[config.mk]
export PLATFORM = sky130hd
export DESIGN_NAME = dmem_wait
export DESIGN_NICKNAME = d
export VERILOG_FILES = /design/src/rtl/dmem_wait.sv
export SDC_FILE = /design/constraint.sdc
export NUM_CORES = 2
export LEC_CHECK = 0
export ABC_AREA = 1
export CORE_MARGIN = 2
export CORE_UTILIZATION = 35
export CTS_CLUSTER_DIAMETER = 60
export CTS_CLUSTER_SIZE = 10
export DETAILED_ROUTE_END_ITERATION = 10
export GPL_TIMING_DRIVEN = 0
export REMOVE_ABC_BUFFERS = 1
export SYNTH_ARGS = -nofsm -noshare
export SYNTH_HDL_FRONTEND = slang
export SYNTH_SLANG_ARGS = --single-unit
[constraint.sdc]
create_clock -name clk -period 2.29 [get_ports clk]
set_input_delay 0.687 -clock clk [delete_from_list [all_inputs] [get_ports clk]]
set_output_delay 0.687 -clock clk [all_outputs]
set_load 0.03 [all_outputs]
[src/rtl/dmem_wait.sv]
// Data memory with req/ready handshake, WAIT_CYC wait states, byte-lane writes
// and an out-of-range flag; stall freezes the pipeline until ready pulses.
module dmem_wait #(
   parameter int DATA_W   = 32,
   parameter int ADDR_W   = 32,
   parameter int DEPTH    = 64,
   parameter int WAIT_CYC = 2
) (
   input  logic                  clk,
   input  logic                  reset_n,
   input  logic                  req,
   input  logic                  we,
   input  logic [DATA_W/8-1:0]   be,
   input  logic [ADDR_W-1:0]     addr,
   input  logic [DATA_W-1:0]     wd,
   output logic [DATA_W-1:0]     rd,
   output logic                  ready,
   output logic                  stall,
   output logic                  err,
   output logic [1:0]            dbg_state
);

   localparam int IDX_W = $clog2(DEPTH);
   localparam int NB    = DATA_W / 8;
   localparam logic [3:0] CNT_INIT = (WAIT_CYC == 0) ? 4'd0 : 4'(WAIT_CYC - 1);

   typedef enum logic [1:0] {
      IDLE = 2'd0,
      BUSY = 2'd1,
      DONE = 2'd2
   } state_t;

   state_t              r_state;
   logic [3:0]          r_cnt;
   logic                r_we;
   logic [NB-1:0]       r_be;
   logic [IDX_W-1:0]    r_idx;
   logic [DATA_W-1:0]   r_wd;
   logic                r_oor;
   logic [DATA_W-1:0]   r_rd;
   logic                r_ready;
   logic                r_err;
   logic [DATA_W-1:0]   r_mem [DEPTH];

   logic [IDX_W-1:0]    w_idx;
   logic                w_oor;
   logic [IDX_W-1:0]    w_rd_idx;
   logic                w_rd_oor;
   logic                w_finish;
   logic                w_unused;

   assign w_idx    = addr[IDX_W+1:2];
   assign w_oor    = (addr >> (IDX_W + 2)) != '0;
   assign w_unused = ^addr[1:0];

   // With no wait states the read happens on the accept edge, straight from the inputs.
   assign w_rd_idx = (WAIT_CYC == 0) ? w_idx : r_idx;
   assign w_rd_oor = (WAIT_CYC == 0) ? w_oor : r_oor;
   assign w_finish = ((r_state == IDLE) && req && (WAIT_CYC == 0)) ||
                     ((r_state == BUSY) && (r_cnt == 4'd0));

   always_ff @(posedge clk or negedge reset_n) begin
      if (!reset_n) begin
         r_state <= IDLE;
         r_cnt   <= 4'd0;
         r_we    <= 1'b0;
         r_be    <= '0;
         r_idx   <= '0;
         r_wd    <= '0;
         r_oor   <= 1'b0;
         r_rd    <= '0;
         r_ready <= 1'b0;
         r_err   <= 1'b0;
      end else begin
         r_ready <= 1'b0;
         r_err   <= 1'b0;
         if (w_finish) begin
            r_state <= DONE;
            r_ready <= 1'b1;
            r_err   <= w_rd_oor;
            r_rd    <= w_rd_oor ? '0 : r_mem[w_rd_idx];
         end
         case (r_state)
            IDLE: begin
               if (req) begin
                  r_we  <= we;
                  r_be  <= be;
                  r_idx <= w_idx;
                  r_wd  <= wd;
                  r_oor <= w_oor;
                  r_cnt <= CNT_INIT;
                  if (WAIT_CYC != 0) r_state <= BUSY;
               end
            end
            BUSY: begin
               if (r_cnt != 4'd0) r_cnt <= r_cnt - 4'd1;
            end
            DONE:    r_state <= IDLE;
            default: r_state <= IDLE;
         endcase
      end
   end

   // RAM is never reset; the write lands on the edge that ends DONE.
   always_ff @(posedge clk) begin
      if ((r_state == DONE) && r_we && !r_oor) begin
         for (int i = 0; i < NB; i++) begin
            if (r_be[i]) r_mem[r_idx][8*i +: 8] <= r_wd[8*i +: 8];
         end
      end
   end

   assign rd        = r_rd;
   assign ready     = r_ready;
   assign err       = r_err;
   assign stall     = req & ~r_ready;
   assign dbg_state = r_state;

endmodule
After elaboration in Yosys (flattened, before gate mapping):

Memory sizes are Yosys's and may differ from the RTL's.
Index checks and enable logic that the tools add are counted.

* register bits after elaboration: 84
* memory bits (writable): 2048
* input port bits: 72
* memories kept: 1

* $add $sub $neg: 1
* eq/ne operators: 4
* multiplexer cells: 21
* bitwise operators: 2
* reductions and logical operators: 11

Memory list
* r_mem: words 64, width 32, read ports 1, clocked after memory_dff 0, wr ports 1, RTL line 43 `logic [DATA_W-1:0] r_mem [DEPTH];`

Operators by type and width (number)
* $mux 32: 1
* $reduce_bool 32->1: 1
* $mux 1: 14
* $mux 4: 2
* $pmux 4 s2: 1
* $logic_not 4->1: 1
* $mux 2: 2
* $pmux 2 s2: 1
* $reduce_bool 4->1: 1
* $sub 4x1->4 const B: 1
* $logic_and 1x1->1: 3
* $reduce_and 3->1: 1
* $eq 2x1->1 const B: 1
* $eq 2x2->1 const B: 1
* $logic_not 2->1: 1
* $ne 2x1->1 const B: 1
* $ne 2x2->1 const B: 1
* $reduce_and 2->1: 1
* $reduce_bool 2->1: 1
* $and 1x1->1: 1
* $logic_not 1->1: 1
* $not 1->1: 1

Logic depth before layout (Yosys ltp):

* depth after elaboration: 5
* mapped depth: 13
* depth with buffers taken out: 10

Worst setup path before layout:

No wires, ideal clock.

* path type: reg2reg
* start point: register r_idx[1]
* end point: memory r_mem[0][0] (enable)
* arrival: 1.776 ns
* required time: 1.920 ns
* setup slack: 0.144 ns
* cell stages (with the launch flop): 8
* buffers on the path: 2
* cells stage by stage: dfrtp_1 > nor2_2 > buf_2 > buf_2 > inv_1 > nor2_2 > nand2_1 > nor2_1

RTL lines
* start: declaration: RTL line 37 `logic [IDX_W-1:0] r_idx;`
* start signal: assignment: RTL line 88 `r_idx <= w_idx;`
* end: declaration: RTL line 43

No word-level cell before the write port.

Final worst setup path:

* start point: register r_idx[0]
* end point: memory r_mem[45][28] (enable)

No word-level cell before the write port.

==> key figures <==
Timing
  • Max-slew violations: 0
  • Final Critical Period: 2.66 ns
  • RSZ-0062 raised after global routing: true
  • F_max: 376 MHz
  • Slew @ Worst Pin: 0.933 ns
  • Final Hold Violating Endpoints: 0
  • Final Setup Violations: 1986
  • Clock Skews: 0.0314 ns
  • Slew HR: 37.7%
  • Period utilisation layout: 116%
  • Setup WS post-layout: -0.373 ns

Die
  • Initial core utilization: 35.2%
  • # rows: 188
  • Io pins: 109
  • Die ar.: 0.267 mm2
  • Die width: 517 um
  • Core area: 0.262 mm2
  • Die height: 517 um

Yosys
  • Post-Syn Area: 0.0921 mm2
  • Yosys top cell area share: 66.8%
  • Synth Instances: 9083
  • Count leader, synth: nand2_1
  • Post-synth EDFFs: 2048
  • Seq/Total Area, Yosys: 69.0%
  • Synth area leaders: edfxtp_1, nand2_1, inv_1
  • Primary FF master, synth: edfxtp_1
  • Mean area per synthesized cell: 10.1 um2
  • #FFs+latches synth: 2132
  • Yosys cell types: 24
  • Total number of yosys warnings: 0
  • Async SR Flop Fraction: 3.94%
  • Top cells by count, synth: nand2_1, edfxtp_1, inv_1, nand3_1, nor2_1
  • Largest area contributor in the netlist: edfxtp_1

Route
  • Met2 wire len: 137 mm
  • Highest routed metal layer: met5
  • DR vias/cell: 4.88
  • DRT iter0 DRCs: 7332
  • Total Wirelength: 290 mm
  • DRT Pass-1 Iters: 6
  • Met1 wire length: 108 mm
  • Antenna Nets Post-Route: 0
  • Avg WL per Cell: 22.0 um
  • DRC: 0
  • Met3 wire length: 27.7 mm
  • Vias: 64.2k

Cells and area
  • Fin util: 43.3%
  • P&R area growth vs syn: 23.1%
  • Post-layout nets: 9538
  • Non-Filler Instances: 13.1k
  • Filler instances: 23.7k
  • Layout cells sized above 1: 14.0%

Global routing
  • First-pass GRT wire length: 403 mm
  • Largest net degree at the start of global routing: 87
  • Initial antenna violation count: 4
  • Grt total ovfl: 0
  • Aggregate global-route resource usage: 20.6%
  • Vias in the first global route: 61.1k

Clock tree
  • Later-pin clock latency in the skew report: 0.88 ns
  • Max Root-Sink Buffers: 3
  • Htree depth: 4
  • CTS Buf Count: 232
  • Clk sink count: 2132
  • CTS tree: done
  • CTS root buf: clkbuf_16
  • CTS clk-pin slew, worst paths: 0.06 ns

Run status
  • Failing checks: negative setup slack
  • Outcome: complete, but fails checks

Setup path
  • Setup CP Type: reg2reg
  • Worst setup EP type: flop
  • Data arrival time of the worst path: 3.19 ns
  • Element type at the critical path start: flop
  • Max FO, Critical Path: 8
  • Crit path required time: 2.82 ns

Power
  • PwrDens: 1160 mW/mm2
  • Lkg Pwr: 48.3 nW
  • Maximum vdd drop: 0.765 mV

Placement
  • Final Wtd Congestion: 0.798
  • Dpl cells: 12.4k
  • Post-DP HPWL: 156 mm
  • Post-Place Setup Slack: -2.51 ns
  • IO Port Bufs: 106

Run
  • Max-cap violations: 0

Hold path
  • Hold/Removal Path Class: in2async
repair_timing:
action / in CTS / in global routing
pin swaps: 147 / 86
buffers inserted: 196 / 51
hold buffers: 1 / 0
endpoints found under the hold margin: 29 / 0
gates resized for setup: 881 / 162
setup endpoints to repair: 2118 / 2119
cloned: 49 / 33
per-layer routing:
layer,track usage (%),up-vias
li1,-,29500
met1,25.3,30900
met2,33.7,3069
met3,4.55,721
met4,11.1,4
met5,0,-
worst paths after layout:
check                      startpoint            end  slack (ns)  depth (start not counted)
setup / recovery             r_idx[0]  r_mem[45][28]       -0.37                         11
max in group asynchronous     reset_n       r_idx[0]        1.16                          3
min in group clk                wd[2]        r_wd[2]        0.35                          3
setup reg to reg             r_idx[0]  r_mem[45][28]       -0.37                         11
hold reg to reg                 rd[1]          rd[1]        0.47                          2
hold / removal                reset_n        r_wd[4]        0.28                          2
report_power, final:
group	switching (W)	internal, W	leakage, nW	total, W
Sequential	0.00298	0.0483	19.6	0.0513
Clock	0.0149	0.0189	3.17	0.0339
Combinational	0.0315	0.0154	25.5	0.0469
layout make-up:
class                      instances  area (um2)  share of cell area (%)
antenna                            4        10.0                 0.00883
clock buffer                     382        6430                    5.67
clock inverter                    17         218                   0.192
inverter                        1875        7090                    6.25
multi-input combinational       4671       22900                    20.2
sequential                      2132       63700                    56.1
tap                             3515        4400                    3.88
timing repair buffer             548        8690                    7.66
timing repair inverter             4        48.8                  0.0430
critical path, cell delays in order (launching register included):
cell and delay, ns:
dfrtp_4 0.51, buf_16 0.19, inv_16 0.07, buf_16 0.15, buf_12 0.15, buf_12 0.13, buf_16 0.15, nor2_4 0.20
buf_12 0.15, buf_6 0.11, nand2_8 0.16, nor2_4 0.30
state kept, by name, summed over array words and instances (netlist names), 2 cells and up:
signal     count
r_mem       2048
r_be           4
r_cnt          4
rd            32
r_idx          6
r_wd          32
dbg_state      2
cell families after synthesis:
family	Yosys count	synth area share, %
buffers and inverters	2285	9.70
adder cells (fa/ha/maj)	2	0.0272
AO/OA/AOI/OAI	300	1.72
flip-flops	2132	69.0
AND/OR/NAND/NOR	4364	19.5
per-stage QoR:
step                hold WS, ns  setup TNS [ns]  area (um2)  total power, W
floorplan                 0.391               -       90200          0.0613
global placement          0.468               -       95700          0.0669
finish                    0.275         -341.63      113000           0.132
detailed placement        0.466        -3469.36       98300          0.0870
global route              0.288         -395.78      113000           0.137
CTS                       0.255         -368.07      112000           0.128
cell usage in the layout, fill, tap and decap left out, types with 65 or more instances in the layout:
master           Yosys  final
nor2_1             399    115
edfxtp_1          2048   2048
o21ai_0            242    131
clkbuf_16            0    260
nor2_4               2    252
clkdlybuf4s50_1      0     68
o21ai_1             24     80
buf_12               0    150
inv_1             1871   1865
buf_4                1    123
nand2_1           2846   2739
nand3_1            963    962
clkbuf_1           117    146
buf_16               0     65
or2_2              128    128
(Power assumes the default switching activity.)
